<file path="src/rtl/gray_pkg.sv">
// ---------------------------------------------------------------------------
// gray_pkg
//
// Shared helpers for Gray-coded counters and pointers.
//
// Contents:
//    GRAY_MIN_WIDTH / GRAY_MAX_WIDTH  legal counter width range
//    grayOp_t                         per-edge operation selected by a counter
//    bin2gray(b, width)               binary -> Gray, masked to width bits
//    gray2bin(g, width)               Gray -> binary, masked to width bits
//    grayParamsOk(width, resetVal)    elaboration-time parameter range check
//
// The functions work on GRAY_MAX_WIDTH-bit vectors and take the live width
// as an argument. This lets one package serve every instance width; callers
// zero-extend their operands and slice the low bits of the result.
// ---------------------------------------------------------------------------
package gray_pkg;

   localparam int GRAY_MIN_WIDTH = 2;
   localparam int GRAY_MAX_WIDTH = 16;

   // Operation the counter performs on the coming edge, already prioritised
   // (load beats step, step beats hold). Reset is handled separately because
   // it always wins.
   typedef enum logic [1:0] {
      OP_HOLD = 2'd0,
      OP_UP   = 2'd1,
      OP_DOWN = 2'd2,
      OP_LOAD = 2'd3
   } grayOp_t;

   // Binary to Gray. Bits above 'width' are forced to zero so a caller that
   // passes a dirty upper half still gets a clean code.
   function automatic logic [GRAY_MAX_WIDTH-1:0] bin2gray(
      input logic [GRAY_MAX_WIDTH-1:0] b,
      input int                        width
   );
      logic [GRAY_MAX_WIDTH-1:0] masked;
      masked = '0;
      for (int i = 0; i < GRAY_MAX_WIDTH; i++) begin
         if (i < width) begin
            masked[i] = b[i];
         end
      end
      return masked ^ (masked >> 1);
   endfunction

   // Gray to binary. Each binary bit is the XOR of all Gray bits at and above
   // it, so we walk down from the top keeping a running parity.
   function automatic logic [GRAY_MAX_WIDTH-1:0] gray2bin(
      input logic [GRAY_MAX_WIDTH-1:0] g,
      input int                        width
   );
      logic [GRAY_MAX_WIDTH-1:0] result;
      logic                      parity;
      result = '0;
      parity = 1'b0;
      for (int i = GRAY_MAX_WIDTH - 1; i >= 0; i--) begin
         if (i < width) begin
            parity    = parity ^ g[i];
            result[i] = parity;
         end
      end
      return result;
   endfunction

   // True when a width / reset value pair is something the Gray blocks can
   // build. Future FIFO pointer blocks share this so the limits stay aligned.
   function automatic bit grayParamsOk(input int width, input int resetVal);
      bit ok;
      ok = 1'b1;
      if (width < GRAY_MIN_WIDTH || width > GRAY_MAX_WIDTH) begin
         ok = 1'b0;
      end else if (resetVal < 0 || resetVal >= (1 << width)) begin
         ok = 1'b0;
      end
      return ok;
   endfunction

endpackage : gray_pkg

</file>
<file path="src/rtl/gray_counter_ud_gray2bin.sv">
// ---------------------------------------------------------------------------
// gray2bin_comb
//
// Purely combinational Gray-to-binary converter of parameterised width.
// Used by gray_counter_ud on its load path, and intended for reuse on the
// receiving side of a clock-domain crossing to decode synchronised pointers.
//
// Ports:
//    i_gray  in   WIDTH  Gray-coded value
//    o_bin   out  WIDTH  binary equivalent
//
// Each output bit is the reduction XOR of the Gray bits from the MSB down to
// that position. Writing it per bit (rather than as a ripple that reads
// o_bin[i+1]) keeps every bit an independent cone, so the tools see no
// self-referencing vector.
// ---------------------------------------------------------------------------
module gray2bin_comb #(
   parameter int WIDTH = 4
) (
   input  logic [WIDTH-1:0] i_gray,
   output logic [WIDTH-1:0] o_bin
);

   // Prefix-XOR from the MSB down to each bit position
   for (genvar i = 0; i < WIDTH; i++) begin : g_bit
      assign o_bin[i] = ^i_gray[WIDTH-1:i];
   end

endmodule : gray2bin_comb

</file>
<file path="src/rtl/gray_counter_ud.sv">
// ---------------------------------------------------------------------------
// gray_counter_ud
//
// Parameterised up/down Gray-code counter with step enable, parallel Gray
// load, wrap or saturate behaviour at the ends, and a registered
// terminal-count pulse. The Gray output moves by exactly one bit per step
// (including across the wrap), which makes it safe to hand to another clock
// domain; the matching binary count is exported for local arithmetic.
//
// Parameters:
//    WIDTH      counter width, 2..16
//    WRAP       1 = wrap at the ends, 0 = saturate at the ends
//    RESET_VAL  binary value taken on reset
//
// Ports:
//    clk         in   1      rising-edge clock
//    reset       in   1      synchronous, active-high reset
//    en          in   1      step enable
//    up          in   1      direction, 1 = increment (only looked at with en)
//    load        in   1      parallel load strobe, beats en
//    load_gray   in   WIDTH  Gray-coded load value
//    count_gray  out  WIDTH  registered Gray count
//    count_bin   out  WIDTH  registered binary count, always matches count_gray
//    tc          out  1      registered terminal-count pulse
//
// Both count outputs are registered from the same next-state value, so they
// change on the same edge and never disagree. No input reaches an output
// without passing through a register.
// ---------------------------------------------------------------------------
module gray_counter_ud
   import gray_pkg::*;
#(
   parameter int WIDTH     = 4,
   parameter int WRAP      = 1,
   parameter int RESET_VAL = 0
) (
   input  logic             clk,
   input  logic             reset,
   input  logic             en,
   input  logic             up,
   input  logic             load,
   input  logic [WIDTH-1:0] load_gray,
   output logic [WIDTH-1:0] count_gray,
   output logic [WIDTH-1:0] count_bin,
   output logic             tc
);

   // Constants derived from the parameters. The reset Gray code comes from
   // the shared package helper so it matches what FIFO pointer blocks use.
   localparam logic [WIDTH-1:0]          MAX_BIN      = {WIDTH{1'b1}};
   localparam logic [WIDTH-1:0]          ZERO_BIN     = {WIDTH{1'b0}};
   localparam logic [WIDTH-1:0]          ONE_BIN      = {{(WIDTH-1){1'b0}}, 1'b1};
   localparam logic [WIDTH-1:0]          RESET_BIN    = WIDTH'(RESET_VAL);
   localparam logic [GRAY_MAX_WIDTH-1:0] RESET_GRAY_X =
      bin2gray(GRAY_MAX_WIDTH'(RESET_VAL), WIDTH);
   localparam logic [WIDTH-1:0]          RESET_GRAY   = RESET_GRAY_X[WIDTH-1:0];
   localparam bit                        WRAP_EN      = (WRAP != 0);

   // Refuse to build with an out-of-range width or reset value
   if (!grayParamsOk(WIDTH, RESET_VAL)) begin : g_badParams
      $error("gray_counter_ud: WIDTH must be 2..16 and RESET_VAL < 2**WIDTH");
   end

   logic [WIDTH-1:0] r_bin;
   logic [WIDTH-1:0] r_gray;
   logic             r_tc;

   grayOp_t          w_op;
   logic [WIDTH-1:0] w_loadBin;
   logic             w_atMax;
   logic             w_atZero;
   logic [WIDTH-1:0] w_nextBin;
   logic [WIDTH-1:0] w_nextGray;
   logic             w_nextTc;

   // The load value arrives Gray-coded; decode it so the binary register can
   // be written in the same cycle as the Gray register.
   gray2bin_comb #(
      .WIDTH (WIDTH)
   ) u_loadDecode (
      .i_gray (load_gray),
      .o_bin  (w_loadBin)
   );

   // Boundary detection on the current count, before the step is applied.
   // There is no carry bit, so this is how a wrap or saturation is noticed.
   assign w_atMax  = (r_bin == MAX_BIN);
   assign w_atZero = (r_bin == ZERO_BIN);

   // Reduce the control inputs to a single prioritised operation. 'up' only
   // matters when a step is actually going to happen.
   always_comb begin
      w_op = OP_HOLD;
      if (load) begin
         w_op = OP_LOAD;
      end else if (en) begin
         w_op = up ? OP_UP : OP_DOWN;
      end
   end

   // Next-state logic for the binary count and the terminal-count pulse.
   // A step attempted at the boundary in the current direction always raises
   // tc; WRAP only decides whether the count rolls over or stays put.
   always_comb begin
      w_nextBin = r_bin;
      w_nextTc  = 1'b0;
      unique case (w_op)
         OP_LOAD: begin
            w_nextBin = w_loadBin;
         end
         OP_UP: begin
            if (w_atMax) begin
               w_nextTc = 1'b1;
               if (WRAP_EN) begin
                  w_nextBin = ZERO_BIN;
               end
            end else begin
               w_nextBin = r_bin + ONE_BIN;
            end
         end
         OP_DOWN: begin
            if (w_atZero) begin
               w_nextTc = 1'b1;
               if (WRAP_EN) begin
                  w_nextBin = MAX_BIN;
               end
            end else begin
               w_nextBin = r_bin - ONE_BIN;
            end
         end
         default: begin
            w_nextBin = r_bin;
         end
      endcase
   end

   // Gray next state. On a load the Gray input is taken verbatim (it is
   // already the encoding of w_loadBin); otherwise it is re-encoded from the
   // next binary value, which leaves it unchanged on a hold or saturation.
   always_comb begin
      w_nextGray = w_nextBin ^ (w_nextBin >> 1);
      if (w_op == OP_LOAD) begin
         w_nextGray = load_gray;
      end
   end

   // State registers. Reset wins over load and step on the same edge.
   always_ff @(posedge clk) begin
      if (reset) begin
         r_bin  <= RESET_BIN;
         r_gray <= RESET_GRAY;
         r_tc   <= 1'b0;
      end else begin
         r_bin  <= w_nextBin;
         r_gray <= w_nextGray;
         r_tc   <= w_nextTc;
      end
   end

   assign count_bin  = r_bin;
   assign count_gray = r_gray;
   assign tc         = r_tc;

endmodule : gray_counter_ud

</file>
<file path="config.mk">
export PLATFORM = sky130hd
export DESIGN_NAME = gray_counter_ud
export DESIGN_NICKNAME = d
export VERILOG_FILES = /design/src/rtl/gray_pkg.sv /design/src/rtl/gray_counter_ud_gray2bin.sv /design/src/rtl/gray_counter_ud.sv
export SDC_FILE = /design/constraint.sdc
export NUM_CORES = 1
export LEC_CHECK = 0
export ABC_AREA = 1
export CAP_MARGIN = 20
export CORE_MARGIN = 2
export CORE_UTILIZATION = 30
export CTS_CLUSTER_SIZE = 28
export DETAILED_ROUTE_END_ITERATION = 6
export PLACE_DENSITY = 0.55
export SYNTH_ARGS = -nofsm -noshare
export SYNTH_HDL_FRONTEND = slang
export SYNTH_SLANG_ARGS = --single-unit
</file>
<file path="constraint.sdc">
create_clock -name clk -period 1.83 [get_ports clk]
set_clock_uncertainty 0.2 [all_clocks]
set_input_delay 0.183 -clock clk [delete_from_list [all_inputs] [get_ports clk]]
set_output_delay 0.183 -clock clk [all_outputs]
set_load 0.02 [all_outputs]
</file>
After elaboration in Yosys (flattened, before gate mapping)
Index checks and enable logic that the tools add are counted.
Word-level totals
  flip-flop bits (word level): 9
Cells by class
  bitwise operators: 1
  reductions and logical operators: 4
  $add $sub $neg: 2
  equal/unequal tests: 4
  muxes and demuxes: 10
Operator list (count)
  4-bit 2-to-1 mux: 3
  4-bit case mux with 3 select lines: 1
  2-bit 2-to-1 mux: 3
  4-bit by 1-bit adder with 4-bit output (second input constant): 1
  2-bit equality test (second input constant): 2
  4-bit equality test (second input constant): 1
  4-bit logical NOT: 1
  4-bit XOR reduction: 1
  4-bit by 1-bit subtractor with 4-bit output (second input constant): 1
  4-bit by 3-bit bitwise XOR with 4-bit output: 1
  3-bit XOR reduction: 1
  2-bit by 1-bit equality test with 1-bit output (second input constant): 1
  1-bit 2-to-1 mux: 2
  1-bit case mux with 2 select lines: 1
  2-bit XOR reduction: 1

Longest topological paths before layout
Gate-level depths: netlist (run 1).
  word-level depth: 7
  gate-level depth with buffers: 14

By module
From an unflattened synthesis (run 1), not the netlist that was laid out.
Unflattened totals
  cell total of the unflattened synthesis: 124
  area, all modules: 773.2 um^2
Modules (own cells, without submodules)
  gray_counter_ud: sequential area each 180.2 um^2, area an instance 683.2 um^2, times used 1, cells an instance 103
  gray2bin_comb: sequential area each 0.0 um^2, area an instance 90.1 um^2, times used 1, cells an instance 21

Least setup slack after synthesis (run 1)
No wires, ideal clock.
  path type: register to register
  start point: register r_bin[0] (netlist: count_bin[0])
  end point: register r_gray[0] (netlist: count_gray[0])
  data arrival time: 1.495 ns
  path slack: 0.026 ns
  stages on the path, launching flop included: 12
  required time: 1.521 ns
  cells stage by stage: dfxtp_1 -> inv_1 -> ha_1 -> o21ai_0 -> a21oi_1 -> nand2_1 -> nand2_1 -> inv_1 -> nand2_1 -> nand3_1 -> nand2_1 -> inv_1
Between the ends
  longest elaborated chain between the ends: 5
RTL lines
  start: declaration: line gray_counter_ud.sv:64  | logic [WIDTH-1:0] r_bin;
  start signal: assignment: line gray_counter_ud.sv:154  | r_bin <= w_nextBin;
  4-bit by 1-bit subtractor with 4-bit output (tied with other cells): line gray_counter_ud.sv:128  | w_nextBin = r_bin - ONE_BIN;
  4-bit 2-to-1 mux (on tied branches): line gray_counter_ud.sv:122, gray_counter_ud.sv:112
  4-bit case mux with 3 select lines *: line gray_counter_ud.sv:107  | unique case (w_op)
  4-bit by 3-bit bitwise XOR with 4-bit output *: line gray_counter_ud.sv:141  | w_nextGray = w_nextBin ^ (w_nextBin >> 1);
  4-bit 2-to-1 mux *: line gray_counter_ud.sv:142  | if (w_op == OP_LOAD) begin
  end signal: assignment: line gray_counter_ud.sv:155  | r_gray <= w_nextGray;
  end: declaration: line gray_counter_ud.sv:65  | logic [WIDTH-1:0] r_gray;
Mark *: on every way between the ends. The rest lies on a longest branch, timed or not.
A chain may end at the register's enable or synchronous reset.

Worst setup path in the final report (run 1)
  start point: register r_bin[3] (netlist: count_bin[3])
  end point: output port count_bin[3]
RTL lines
  end: declaration: line gray_counter_ud.sv:44  | output logic [WIDTH-1:0] count_bin,
No word-level cell between the ends.

==> results of run 1 <==
## placed cells by master, fill, tap and decap left out
master	n
sky130_fd_sc_hd__a211oi_1	1
sky130_fd_sc_hd__a21oi_1	5
sky130_fd_sc_hd__a21oi_2	2
sky130_fd_sc_hd__a21oi_4	1
sky130_fd_sc_hd__buf_4	15
sky130_fd_sc_hd__clkbuf_1	1
sky130_fd_sc_hd__clkbuf_4	3
sky130_fd_sc_hd__clkdlybuf4s15_1	1
sky130_fd_sc_hd__clkdlybuf4s50_1	14
sky130_fd_sc_hd__dfxtp_1	6
sky130_fd_sc_hd__dfxtp_2	2
sky130_fd_sc_hd__dfxtp_4	1
sky130_fd_sc_hd__dlygate4sd2_1	2
sky130_fd_sc_hd__ha_2	3
sky130_fd_sc_hd__ha_4	3
sky130_fd_sc_hd__inv_1	17
sky130_fd_sc_hd__inv_2	6
sky130_fd_sc_hd__nand2_1	35
sky130_fd_sc_hd__nand2_2	1
sky130_fd_sc_hd__nand3_1	16
sky130_fd_sc_hd__nand3_2	3
sky130_fd_sc_hd__nand4_1	4
sky130_fd_sc_hd__nor2_1	9
sky130_fd_sc_hd__o21ai_0	2
sky130_fd_sc_hd__o21ai_4	1
sky130_fd_sc_hd__o21bai_1	1
## layout make-up
type / count / area, µm² / share of cell area, %
inverter: 23 / 86.3 / 7.57
tap: 28 / 35.0 / 3.07
clock buffer: 4 / 26.3 / 2.30
sequential: 9 / 186 / 16.3
timing repair buffer: 32 / 280 / 24.6
multi-input combinational: 87 / 527 / 46.2
## worst reg2reg max path, cell delays in order (launching register included)
cell	delay [ns]
sky130_fd_sc_hd__dfxtp_4	0.37
sky130_fd_sc_hd__inv_1	0.06
sky130_fd_sc_hd__ha_2	0.33
sky130_fd_sc_hd__o21ai_0	0.09
sky130_fd_sc_hd__a21oi_1	0.13
sky130_fd_sc_hd__nand2_1	0.08
sky130_fd_sc_hd__nand2_2	0.09
sky130_fd_sc_hd__inv_1	0.06
sky130_fd_sc_hd__nand2_1	0.06
sky130_fd_sc_hd__nand3_1	0.07
sky130_fd_sc_hd__nand2_1	0.06
sky130_fd_sc_hd__inv_1	0.03
## synthesized netlist by cell type
master / n / area share, %
sky130_fd_sc_hd__o21ai_4: 1 / 2.2
sky130_fd_sc_hd__o21bai_1: 1 / 1.0
sky130_fd_sc_hd__dfxtp_1: 9 / 24
sky130_fd_sc_hd__inv_2: 1 / 0.51
sky130_fd_sc_hd__nand3_2: 3 / 4.1
sky130_fd_sc_hd__nand3_1: 16 / 11
sky130_fd_sc_hd__clkbuf_1: 1 / 0.51
sky130_fd_sc_hd__inv_1: 22 / 11
sky130_fd_sc_hd__nor2_1: 9 / 4.6
sky130_fd_sc_hd__o21ai_0: 2 / 1.4
sky130_fd_sc_hd__nand4_1: 4 / 3.4
sky130_fd_sc_hd__a211oi_1: 1 / 1.0
sky130_fd_sc_hd__ha_1: 6 / 10
sky130_fd_sc_hd__a21oi_1: 8 / 5.4
sky130_fd_sc_hd__buf_2: 1 / 0.68
sky130_fd_sc_hd__nand2_1: 36 / 18
## power by group through the flow
| stage | logic (mW) | clock network, mW | registers (mW) |
|---|---|---|---|
| global placement | 0.316 | 0 | 0.242 |
| global route | 0.387 | 0.175 | 0.244 |
| finish | 0.345 | 0.156 | 0.240 |
| floorplan | 0.151 | 0 | 0.268 |
| detailed placement | 0.317 | 0 | 0.243 |
| CTS | 0.335 | 0.159 | 0.239 |
## state kept, by name, summed over array words and instances, names as in the netlist
signal,count
count_bin,4
tc,1
count_gray,4
## cells by family after synthesis
kind of cell               count (synthesis)  share of synthesized area, %
DFF                                        9                          24.5
buffers and inverters                     25                          12.9
and+or+nand+nor                           68                          41.3
adders and majority gates                  6                          10.2
AOI/OAI and AO/OA                         13                          11.1
## timing repair
item | 4_1_cts | 5_1_grt
pin swaps | 3 | 1
endpoints found under the setup margin | 7 | 7
setup buffers | 0 | 1
gates resized for setup | 16 | 11
## metal layers
layer | GRT usage (%) | routed length (µm) | up-vias
li1 | - | - | 452
met4 | 2.56 | 0 | 0
met2 | 27.8 | 902 | 23
met5 | 0 | 0 | -
met3 | 5.37 | 124 | 0
met1 | 21.8 | 943 | 371
## worst min path at each step
stage | startpoint | to | slack, ns | cells past startpoint
6_report | load | tc | 0.37 | 5
5_1_grt | load | tc | 0.39 | 5
4_1_cts | load | tc | 0.37 | 5
3_5_place_dp | count_bin[3] | tc | 0.39 | 2
3_3_place_gp | count_bin[3] | tc | 0.40 | 2
2_1_floorplan | load_gray[3] | count_gray[3] | 0.13 | 2
==> run_results.csv, run 1 <==
group,metric,value,unit
timing,final-max-slew-violation-count,0,
pwr,intPower,469,µW
timing,final_hold_viol_count,0,
global_routing,groute.usage.overall,16.9,%
drt,detail_routed_net_length_per_standard_cell,10.8,µm
final_layout,stdcell_count,183,
cts,clock_path_buffers,2,
pwr,netSwitchingPower,273,µW
logic_synthesis,synth_area,736,µm²
drt,route.vias.total,846,
pwr,power_leakage,0.568,nW
pwr,switching_share,36.8,%
global_routing,grt_pass1_vias,810,
cts,clk_root_buf,"sky130_fd_sc_hd__clkbuf_4",
critical_path,crit_buf_inv,1,
critical_path,critical-path-top-delay-family,"buffers and inverters",
pwr,power.ir.vdd_worst,0.532,mV
global_routing,global_route_congestion_overflow_total,0,
critical_path,r2r-start,"count_bin[1]",
critical_path,worstSetupPathDepth,1,
critical_path,cp_data_required_time,1.45,ns
logic_synthesis,synth.lib_cells_used.distinct,16,
floorplanning,boundaryPins,18,
critical_path,crit_path_max_fanout,7,
pwr,clockPowerShare,21.1,%
drt,firstDrtPassIters,4,
final_layout,diodes,0,
place,number_of_buffer_cells_added_on_primary_ports,17,
critical_path,critical_path_data_arrival_time,1.34,ns
final_layout,total_nets_final,171,
cts,clock_tree_from_tritoncts,"done",
place,dp_cells,178,
critical_path,cpMaxStageDelayCell,"sky130_fd_sc_hd__clkdlybuf4s50_1",
timing,tightest_slew,0.328,ns
timing,setup_violations,0,
final_layout,num-fill-cells,235,
timing,final.hold.worst_slack,0.366,ns
drt,detailedRoute.firstIterationViolations,21,
floorplanning,die_height,53.5,µm
critical_path,setup.reg_to_reg.worst_slack,0.12,ns
critical_path,worst_setup_path_startpoint,"count_bin[3]",
final_layout,layout-drive-gt1-share,26.5,%
final_layout,layout.core_utilization,50.1,%
drt,remaining_drc_errors,0,
place,post_detailed_placement_cell_area,1040,µm²
cts,tritoncts_num_sinks,9,
floorplanning,die_w,53.5,µm
final_layout,final_area,1140,µm²
logic_synthesis,synthesis.yosys.warnings,0,
logic_synthesis,syn_avg_cell_area,6.08,µm²
place,detail_placement_hpwl,1550,µm
place,dp_slack,-0.423,ns
cts,cts.htree.levels,1,
timing,min_period_over_period,94.4,%
timing,clock.fmax,579,MHz
pwr,combinational_power_share,46.5,%
drt,final_antenna_net_count,0,
global_routing,pin_count_of_the_biggest_net_entering_global_routing,10,
timing,totalNegativeSetupSlack,0,ns
cts,clkLatencyLatePin,0.26,ns
cts,cts-buffers-inserted,3,
run_status,result_of_the_run,"finished clean",
logic_synthesis,postSynthRegisterBits,9,
final_layout,syn_to_final_growth,55.1,%
drt,route.detailed.vias_per_inst,4.62,
cts,clk_transition_reported_paths,0.06,ns
logic_synthesis,synth_nets,136,
floorplanning,placement_rows,17,
global_routing,grt_pass1_wl,3550,µm
logic_synthesis,yosysSeqAreaShare,24.5,%
critical_path,worstPathCellList,"clkdlybuf4s50_1",
critical_path,timing.rr.end,"count_gray[0]",
critical_path,endpoint_of_the_most_critical_setup_path,"count_bin[3]",
pwr,power_frac_seq,32.4,%
critical_path,worst_r2r_path_depth,11,
floorplanning,core_region_area,2280,µm²
job,max_cap_violations,0,
floorplanning,start_util,32.3,%
critical_path,critical_path_start_end_classification,"flop to output pin",
global_routing,initial_antenna_violation_count,0,
cts,number_of_buffers_inserted_by_hold_repair_at_cts,0,
place,gp_routability_congestion,0.851,
critical_path,setup.worst_path.start_class,"flop",
timing,post-route-min-period,1.73,ns
pwr,total_power_divided_by_cell_area,650,nW/µm²
timing,postLayoutSetupSlackWorst,0.103,ns
pwr,total_power,741,µW
timing,worst_max_slew_margin_expressed_relative_to_the_limit,78.1,%
drt,wirelength,1970,µm
floorplanning,dieArea,2860,µm²
critical_path,cp-end-kind,"output pin",
hold_path,timing.hold.worst.class,"primary input to flop",
critical_path,max_stage_delay,0.65,ns
timing,rsz0062_at_grt,"no",
logic_synthesis,synth_cells,121,
No activity file was read; power rests on OpenSTA's default activity.
==> run 2, diff against run 1 <==
CORE_MARGIN = 4   (was 2)
==> run 2 against run 1 <==
  * Non-clock buffer count increased by 1
  * Sequential power barely moved
  * Via count fell by 0.71%
  * Utilization rose by 0.66 points
  * Wire length is 3.6% higher
  * Register-to-register slack better by 0.02 ns
  * Combinational power up 5%
  * Largest power group unchanged
  * Highest routed layer unchanged
==> run_results.csv, run 2 (same netlist as run 1, synthesis figures left out) <==
group,metric,value,unit
critical_path,critical_path_start_end_classification,"flop to output pin",
global_routing,pin_count_of_the_biggest_net_entering_global_routing,10,
final_layout,final_area,1160,µm²
place,dp_cells,177,
timing,min_period_over_period,94.8,%
floorplanning,boundaryPins,18,
timing,setup_violations,0,
drt,route.detailed.vias_per_inst,4.57,
cts,tritoncts_num_sinks,9,
critical_path,cp-end-kind,"output pin",
final_layout,stdcell_count,184,
floorplanning,placement_rows,17,
timing,post-route-min-period,1.73,ns
final_layout,leading_cell_type_in_the_layout_fill_and_taps_excluded,"sky130_fd_sc_hd__nand2_1",
floorplanning,die_height,57.5,µm
drt,detailedRoute.firstIterationViolations,12,
global_routing,initial_antenna_violation_count,0,
timing,postLayoutSetupSlackWorst,0.0959,ns
floorplanning,die_w,57.5,µm
final_layout,syn_to_final_growth,57.1,%
final_layout,diodes,0,
place,detail_placement_hpwl,1500,µm
critical_path,crit_buf_inv,1,
drt,final_antenna_net_count,0,
final_layout,layout-drive-gt1-share,28.8,%
timing,final.hold.worst_slack,0.354,ns
timing,final_hold_viol_count,0,
global_routing,groute.usage.overall,12.7,%
critical_path,critical-path-top-delay-family,"buffers and inverters",
place,number_of_buffer_cells_added_on_primary_ports,17,
critical_path,crit_path_max_fanout,7,
final_layout,layout.cells.most_common_list,"sky130_fd_sc_hd__nand2_1 (33), sky130_fd_sc_hd__inv_1 (17), sky130_fd_sc_hd__buf_4 (16)",
critical_path,cpMaxStageDelayCell,"sky130_fd_sc_hd__clkdlybuf4s50_1",
cts,cts-buffers-inserted,3,
place,gp_routability_congestion,0.862,
critical_path,max_stage_delay,0.65,ns
global_routing,grt_pass1_vias,786,
critical_path,worst_r2r_path_depth,12,
cts,cts.htree.levels,1,
job,max_cap_violations,0,
hold_path,timing.hold.worst.class,"primary input to flop",
hold_path,min_from,"load",
hold_path,whs_path_depth,5,
pwr,power.ir.vdd_worst,0.589,mV
floorplanning,start_util,32.3,%
floorplanning,core_region_area,2280,µm²
drt,route.vias.total,840,
timing,clock.fmax,577,MHz
run_status,result_of_the_run,"finished clean",
cts,clock_path_buffers,2,
drt,wirelength,2040,µm
global_routing,global_route_congestion_overflow_total,0,
hold_path,hold_end,"tc",
floorplanning,dieArea,3310,µm²
drt,remaining_drc_errors,0,
cts,clock_tree_from_tritoncts,"done",
critical_path,setup.reg_to_reg.worst_slack,0.14,ns
timing,tightest_slew,0.351,ns
global_routing,grt_pass1_wl,3370,µm
critical_path,r2r-start,"count_bin[1]",
cts,clk_transition_reported_paths,0.06,ns
place,post_detailed_placement_cell_area,1030,µm²
pwr,total_power_divided_by_cell_area,650,nW/µm²
cts,clk_root_buf,"sky130_fd_sc_hd__clkbuf_4",
critical_path,timing.rr.end,"count_gray[1]",
cts,clkLatencyLatePin,0.26,ns
critical_path,worstPathCellList,"clkdlybuf4s50_1",
critical_path,critical_path_data_arrival_time,1.35,ns
timing,worst_max_slew_margin_expressed_relative_to_the_limit,76.5,%
critical_path,cp_data_required_time,1.45,ns
critical_path,setup.worst_path.start_class,"flop",
pwr,power_leakage,0.574,nW
drt,firstDrtPassIters,4,
place,dp_slack,-0.419,ns
drt,detail_routed_net_length_per_standard_cell,11.1,µm
final_layout,total_nets_final,172,
timing,final-max-slew-violation-count,0,
[run 2: cell types whose count changed in the layout (fill, tap and decap cells not counted), sizes merged]
cell,previous run,this run
dlygate4sd2,2,3
clkdlybuf4s15,1,0
buf,15,16
[run 2: final cells by class]
type,count,area (µm²)
multi-input cells,87,536
repair buffers,33,287
flip-flops and latches,9,186
well taps,28,35.0
inverters,23,86.3
clock buffers,4,26.3
fillers,231,1120
[run 2: through the flow]
stage               util (%)  power [mW]  setup TNS (ns)
global placement        45.2       0.557           -2.63
CTS                     48.2       0.724               0
floorplan                  -       0.419               0
global route            50.8       0.806         -0.0440
finish                  50.8       0.751               0
detailed placement      45.2       0.558           -2.96
[run 2: how the worst max path moves through the flow]
stage	cells past startpoint	slack, ns	startpoint	endpoint
2_1_floorplan	11	0.03	count_bin[0]	count_gray[0]
3_3_place_gp	12	-0.37	up	count_gray[1]
3_5_place_dp	12	-0.42	up	count_gray[1]
4_1_cts	11	0.02	count_bin[1]	count_gray[1]
5_1_grt	15	-0.02	up	count_gray[0]
6_report	1	0.1	count_bin[3]	count_bin[3]
[run 2: repair_timing]
action | CTS | global route
gates resized for setup | 14 | 15
setup buffers | 0 | 3
pin swaps | 2 | 3
hold buffers | 0 | 0
endpoints found under the setup margin | 8 | 7
[run 2: report_power, final]
group / switching (mW) / internal, mW
combinational: 0.188 / 0.174
sequential: 0.0187 / 0.220
clock: 0.0661 / 0.0838
total: 0.273 / 0.478
[run 2: layer usage]
layer | track usage, % | vias up | part of all wire, %
met5 | 0 | - | 0
met3 | 4.98 | 0 | 5.4
met4 | 0.993 | 0 | 0
met1 | 16.9 | 365 | 50
li1 | - | 454 | -
met2 | 20.0 | 21 | 45
==> run 3, diff against run 2 <==
ABC_AREA = default   (was 1)
==> run 3 against run 2 <==
  * Utilization is 3.9 points higher
  * Power is 13% higher
  * Non-clock buffer count is 6 higher
  * Synthesized cell count is 30% lower
  * Flip-flop and latch count stayed put
  * Sequential share of layout area is 0.90 points lower
  * Largest power group unchanged
  * Design area is 6.6% higher
  * Count of clock-buffer cells in the layout stayed put
==> run_results.csv, run 3 <==
group,metric,value,unit
logic_synthesis,postSynthRegisterBits,9,
logic_synthesis,synth_nets,100,
floorplanning,core_region_area,2250,µm²
final_layout,stdcell_count,153,
cts,clk_root_buf,"sky130_fd_sc_hd__clkbuf_4",
global_routing,grt_pass1_vias,775,
final_layout,final_area,1230,µm²
global_routing,pin_count_of_the_biggest_net_entering_global_routing,9,
final_layout,diodes,0,
pwr,total_power,846,µW
logic_synthesis,synth_top_area_share,25.1,%
cts,clock_path_buffers,2,
floorplanning,boundaryPins,18,
place,dp_slack,-0.673,ns
timing,tightest_slew,0.332,ns
global_routing,initial_antenna_violation_count,0,
drt,route.detailed.vias_per_inst,5.22,
final_layout,num-fill-cells,219,
critical_path,endpoint_of_the_most_critical_setup_path,"count_gray[1]",
timing,final-max-slew-violation-count,0,
pwr,power.ir.vdd_worst,0.312,mV
global_routing,global_route_congestion_overflow_total,0,
critical_path,cp_data_required_time,1.79,ns
cts,clkLatencyLatePin,0.28,ns
floorplanning,dieArea,3240,µm²
cts,cts-buffers-inserted,3,
drt,firstDrtPassIters,4,
floorplanning,placement_rows,17,
timing,post-route-min-period,1.82,ns
critical_path,worst_setup_path_startpoint,"up",
final_layout,regArea,188,µm²
floorplanning,die_height,56.9,µm
drt,final_antenna_net_count,0,
logic_synthesis,synthesis.yosys.warnings,0,
global_routing,grt_pass1_wl,3530,µm
timing,clock.fmax,551,MHz
job,max_cap_violations,0,
floorplanning,start_util,31.9,%
cts,clock_tree_from_tritoncts,"done",
drt,detail_routed_net_length_per_standard_cell,13.9,µm
final_layout,multi_input_area,617,µm²
final_layout,layout-drive-gt1-share,42.4,%
final_layout,syn_to_final_growth,71.6,%
critical_path,cp-end-kind,"flop",
logic_synthesis,netlist_top_cells_area,"sky130_fd_sc_hd__dfxtp_1 (25%), sky130_fd_sc_hd__ha_1 (10%), sky130_fd_sc_hd__inv_1 (4.7%)",
critical_path,r2r-start,"count_bin[1]",
critical_path,setup.reg_to_reg.worst_slack,0.05,ns
timing,rsz0062_at_grt,"yes",
hold_path,timing.hold.worst.class,"primary input to flop",
pwr,power_leakage,0.526,nW
critical_path,critical_path_data_arrival_time,1.78,ns
timing,totalNegativeSetupSlack,0,ns
cts,tritoncts_num_sinks,9,
timing,setup_violations,0,
logic_synthesis,synth_cells,85,
place,post_detailed_placement_cell_area,1020,µm²
timing,postLayoutSetupSlackWorst,0.0148,ns
logic_synthesis,yosysSeqAreaShare,25.1,%
timing,final_hold_viol_count,0,
critical_path,worst_r2r_path_depth,7,
drt,route.vias.total,798,
logic_synthesis,dominantRegCellSynth,"sky130_fd_sc_hd__dfxtp_1",
logic_synthesis,asyncSetResetFlopFracSynth,0,%
logic_synthesis,synth_edf_count,0,
final_layout,layout.cells.most_common_list,"sky130_fd_sc_hd__buf_4 (22), sky130_fd_sc_hd__clkdlybuf4s50_1 (10), sky130_fd_sc_hd__dfxtp_1 (7)",
final_layout,total_nets_final,141,
global_routing,groute.usage.overall,14.0,%
logic_synthesis,cell_type_with_the_highest_aggregate_area_in_the_netlist,"sky130_fd_sc_hd__dfxtp_1",
logic_synthesis,synth_commonest_cells,"sky130_fd_sc_hd__dfxtp_1 (9), sky130_fd_sc_hd__inv_1 (9), sky130_fd_sc_hd__ha_1 (6), sky130_fd_sc_hd__nand2_1 (6), sky130_fd_sc_hd__nor2_1 (6)",
place,number_of_buffer_cells_added_on_primary_ports,17,
logic_synthesis,synth.lib_cells_used.distinct,39,
logic_synthesis,syn_avg_cell_area,8.45,µm²
cts,clk_transition_reported_paths,0.06,ns
critical_path,timing.rr.end,"count_gray[1]",
floorplanning,die_w,56.9,µm
place,gp_routability_congestion,0.779,
critical_path,setup.worst_path.start_class,"primary input",
pwr,total_power_divided_by_cell_area,687,nW/µm²
cts,cts.htree.levels,1,
final_layout,leading_cell_type_in_the_layout_fill_and_taps_excluded,"sky130_fd_sc_hd__buf_4",
drt,wirelength,2120,µm
drt,remaining_drc_errors,0,
run_status,result_of_the_run,"finished clean",
place,detail_placement_hpwl,1440,µm
critical_path,crit_path_max_fanout,6,
drt,detailedRoute.firstIterationViolations,30,
logic_synthesis,synth_area,718,µm²
critical_path,critical_path_start_end_classification,"primary input to flop",
timing,min_period_over_period,99.2,%
timing,worst_max_slew_margin_expressed_relative_to_the_limit,77.6,%
cts,number_of_buffers_inserted_by_hold_repair_at_cts,0,
place,dp_cells,139,
run 3: changes by cell type in the layout (fill, tap and decap cells not counted), moves of 4 or more:
cell                              change
sky130_fd_sc_hd__buf_4                +6
sky130_fd_sc_hd__nand3_1             -14
sky130_fd_sc_hd__nand3_2              -4
sky130_fd_sc_hd__nand2_1             -27
sky130_fd_sc_hd__clkdlybuf4s50_1      -4
sky130_fd_sc_hd__inv_1               -11
sky130_fd_sc_hd__dlymetal6s2s_1       +4
sky130_fd_sc_hd__inv_2                -4
run 3: per-layer routing:
| layer | vias to the layer above | GRT usage [%] | part of all wire, % |
|---|---|---|---|
| met2 | 30 | 25.0 | 52 |
| li1 | 391 | - | - |
| met4 | 0 | 6.95 | 3.0 |
| met1 | 370 | 15.6 | 39 |
| met5 | - | 0 | 0 |
| met3 | 7 | 2.71 | 5.9 |
run 3: cell type report:
type                            instances  share of cell area, %
Clock buffer                            4                   2.13
Inverter                                9                   2.94
Multi-Input combinational cell         64                   50.1
Sequential cell                         9                   15.2
Tap cell                               28                   2.84
Timing Repair Buffer                   39                   26.8
run 3: power breakdown:
part | internal [mW] | switching, mW
Clock | 0.0848 | 0.0832
Combinational | 0.233 | 0.200
Sequential | 0.223 | 0.0226
run 3: stage by stage:
stage	hold slack [ns]	utilization [%]
final	0.101	54.7
after global placement	0.395	45.4
after CTS	0.195	52.2
after global routing	0.121	54.7
after floorplan	0.123	-
after detailed placement	0.385	45.4
run 3: kinds of logic after synthesis:
| family | synth area share [%] |
|---|---|
| and+or+nand+nor | 21.4 |
| adders and majority gates | 10.5 |
| buffers and inverters | 6.79 |
| muxes | 1.39 |
| DFF | 25.1 |
| xor gates and xnor gates | 5.92 |
| AOI/OAI and AO/OA | 28.9 |
run 3: what timing repair did:
item,4_1_cts,5_1_grt
setup endpoints to repair,8,6
resized for setup,27,12
setup buffers,8,2
endpoints found under the hold margin,0,0
pin swaps,8,9
run 3: critical path, stage by stage:
cell and delay, ns:
sky130_fd_sc_hd__buf_2 0.11, sky130_fd_sc_hd__inv_1 0.05, sky130_fd_sc_hd__a21o_4 0.22, sky130_fd_sc_hd__ha_4 0.19
sky130_fd_sc_hd__buf_4 0.14, sky130_fd_sc_hd__a221o_1 0.34, sky130_fd_sc_hd__o21ai_2 0.09, sky130_fd_sc_hd__o221ai_2 0.16
sky130_fd_sc_hd__xnor2_2 0.17, sky130_fd_sc_hd__o2bb2ai_1 0.12
run 3: worst min-delay path by stage:
stage	start	endpoint	slack [ns]	depth (start not counted)
6_report	load_gray[3]	count_gray[3]	0.10	3
5_1_grt	load_gray[2]	count_gray[2]	0.12	3
4_1_cts	en	tc	0.19	4
3_5_place_dp	count_bin[3]	tc	0.39	2
3_3_place_gp	count_bin[3]	tc	0.39	2
2_1_floorplan	load_gray[1]	count_gray[1]	0.12	2
==> RTL edit: new RTL, settings of run 2 <==
`WIDTH` is set to 4 in 2 places; all go to 5.
--- a/src/rtl/gray_counter_ud_gray2bin.sv
+++ b/src/rtl/gray_counter_ud_gray2bin.sv
@@ -16,5 +16,5 @@
 // ---------------------------------------------------------------------------
 module gray2bin_comb #(
-   parameter int WIDTH = 4
+   parameter int WIDTH = 5
 ) (
    input  logic [WIDTH-1:0] i_gray,
--- a/src/rtl/gray_counter_ud.sv
+++ b/src/rtl/gray_counter_ud.sv
@@ -31,5 +31,5 @@
    import gray_pkg::*;
 #(
-   parameter int WIDTH     = 4,
+   parameter int WIDTH     = 5,
    parameter int WRAP      = 1,
    parameter int RESET_VAL = 0
Ports: changed (resized count_bin, count_gray and load_gray); port bits go from 18 to 21. No check against the original RTL was run, so the function may have changed too.
==> RTL edit against run 2 <==
The flow now finishes with violations (negative setup slack). Synthesized cell count up 23%. Routed wire length increased by 28%. Critical path depth is 13 higher. Critical endpoint is now count_gray[1]$_SDFF_PP0_. Setup slack worse by 100 ps. Power is 27% higher. Synthesized area grew 25%. Sequential cell count is 2 higher. Cell area grew 29%.
==> RTL edit: results (changes against run 2) <==
Peak VDD IR -> 0.387 mV (was 0.589 mV)
CTS clk-pin slew, worst paths -> 70 ps
Hold WS -> 445 ps (was 354 ps)
Num CTS Buffers -> 3 (unchanged)
Max Slew Vio Count -> 0 (unchanged)
top_reg_cell synth -> dfxtp_1 (unchanged)
All-Layer GR Usage -> 13.1% (was 12.7%)
Clock Path Buffers -> 2 (unchanged)
synth unique cells -> 23 (was 16)
placed wire-length estimate -> 2010 um (was 1500 um)
worst hold path depth -> 6 (was 5)
Post-Syn Nets -> 166 (was 136)
drt initial violations -> 37 (was 12)
number of port buffers -> 20 (was 17)
Residual DRC -> 0 (unchanged)
status -> complete, but fails checks (was completed)
placed insts -> 218 (was 177)
hold path startpoint -> up (was load)
initial antenna violation count -> 0 (unchanged)
Setup Viol. Count Final -> 2 (was 0)
Hold Path Class -> in -> reg (unchanged)
slowest cell delay on critical path -> 360 ps (was 650 ps)
Layout Cells excl Fill -> 228 (was 184)
cells on worst reg2reg path -> 14 (was 12)
synth warn -> 0 (unchanged)
final worst slack -> -6.09 ps (was 95.9 ps)
critical path arrival -> 1810 ps (was 1350 ps)
top cells by count, synth -> nand2_1 (41), nand3_1 (20), inv_1 (17), nor2_1 (16), dfxtp_1 (11) (was nand2_1 (36), inv_1 (22), nand3_1 (16), dfxtp_1 (9), nor2_1 (9))
Worst R2R End -> count_gray[1]$_SDFF_PP0_ (unchanged)
Rel. slew slack -> 74.9% (was 76.5%)
sequential area share after synthesis -> 23.9% (was 24.5%)
drt pass-1 iters -> 4 (unchanged)
# diodes -> 0 (unchanged)
via/cell ratio -> 4.62 (was 4.57)
worst r2r src -> count_bin[1]$_SDFF_PP0_ (unchanged)
routed len/inst -> 11.4 um (was 11.1 um)
violated checks -> negative setup slack
top cells by area, synth -> dfxtp_1 (24%), nand2_1 (17%), nand3_1 (11%), ha_1 (9.5%), inv_1 (6.9%) (was dfxtp_1 (24%), nand2_1 (18%), inv_1 (11%), nand3_1 (11%), ha_1 (10%))
critical-path maximum fanout -> 3 (was 7)
Synth Instances -> 149 (was 121)
clk root buf -> clkbuf_4 (unchanged)
largest net degree at the start of global routing -> 12 (was 10)
leakage power figure -> 0.000759 uW (was 0.000574 uW)
first-pass GRT wire length -> 4230 um (was 3370 um)
RD Place Congestion -> 0.875 (was 0.862)
WHS Endpoint -> tc$_SDFF_PP0_ (unchanged)
ys async rst share -> 0% (unchanged)
Top delay family on crit path -> simple AND/OR/NAND/NOR gates (was buffers and inverters)
share of cells above drive strength 1 -> 35.0% (was 28.8%)
number of synthesized flops with an enable pin -> 0 (unchanged)
H-tree depth -> 1 (unchanged)
Clock Latency Late Sink -> 270 ps
CP max-delay cell -> dfxtp_4 (was clkdlybuf4s50_1)
Setup TNS -> -11.6 ps (was 0 ps)
vias in the first global route -> 986 (was 786)
[RTL edit: cell types whose count changed after synthesis, moves of 2 or more]
| cell | delta |
|---|---|
| nor2_1 | +7 |
| inv_1 | -5 |
| inv_2 | +5 |
| nand2_1 | +5 |
| nand2_2 | +4 |
| nand3_1 | +4 |
| nand4_1 | -3 |
| nor2_2 | +3 |
| dfxtp_1 | +2 |
| xor2_1 | +2 |
[RTL edit: layout make-up]
| cell class | count | area [um2] |
|---|---|---|
| clock buffer | 4 | 26.3 |
| fill | 282 | 1360 |
| multi-input combinational | 112 | 712 |
| sequential | 11 | 225 |
| timing repair buffer | 47 | 408 |
| tap | 31 | 38.8 |
| inverter | 23 | 86.3 |
[RTL edit: routing by layer]
| metal | part of all wire [%] | wire [um] | up-vias | global-route usage (%) |
|---|---|---|---|---|
| met5 | 0 | 0 | - | 0 |
| met4 | 1.0 | 26 | 0 | 4.31 |
| met3 | 3.0 | 77 | 4 | 3.55 |
| met2 | 51 | 1320 | 21 | 22.9 |
| met1 | 45 | 1180 | 466 | 15.2 |
| li1 | - | - | 562 | - |
[RTL edit: stage by stage]
step | setup WS, ps | cell area, um2
6_report | -6.09 | 1500
4_1_cts | -18.4 | 1410
3_5_place_dp | -492 | 1300
3_3_place_gp | -414 | 1300
2_1_floorplan | 14.2 | 923
5_1_grt | -113 | 1500
[RTL edit: cells by family (layout without fill, tap and decap cells)]
logic type | count (synthesis) | in the layout | synth area share (%)
AO/OA/AOI/OAI | 13 | 13 | 7.88
XOR/XNOR | 3 | 3 | 2.85
adder cells (fa/ha/maj) | 7 | 7 | 9.51
buffers and inverters | 26 | 74 | 11.5
flip-flops | 11 | 11 | 23.9
AND/OR/NAND/NOR | 89 | 89 | 44.3
[RTL edit: what timing repair did]
item	4_1_cts	5_1_grt
buffers inserted	4	3
gates resized for setup	19	17
endpoints found under the setup margin	10	8
endpoints found under the hold margin	0	0
hold buffers	0	0
pin swaps	9	12
[RTL edit: power by group]
group / total, uW / internal, uW / switching [uW]
clock network: 163 / 84.4 / 78.7
logic: 500 / 239 / 261
registers: 288 / 269 / 19.1
total: 951 / 592 / 359
[RTL edit: worst max path at each step]
stage,endpoint,slack (ps),start,cells after the start
after floorplan,count_gray[2]$_SDFF_PP0_,10,count_bin[0]$_SDFF_PP0_,14
after global placement,count_gray[1]$_SDFF_PP0_,-410,up,12
after detailed placement,count_gray[3]$_SDFF_PP0_,-490,up,15
after CTS,count_gray[2]$_SDFF_PP0_,-20,count_bin[0]$_SDFF_PP0_,14
after global routing,count_gray[1]$_SDFF_PP0_,-110,count_bin[1]$_SDFF_PP0_,14
final,count_gray[1]$_SDFF_PP0_,-6,count_bin[1]$_SDFF_PP0_,14
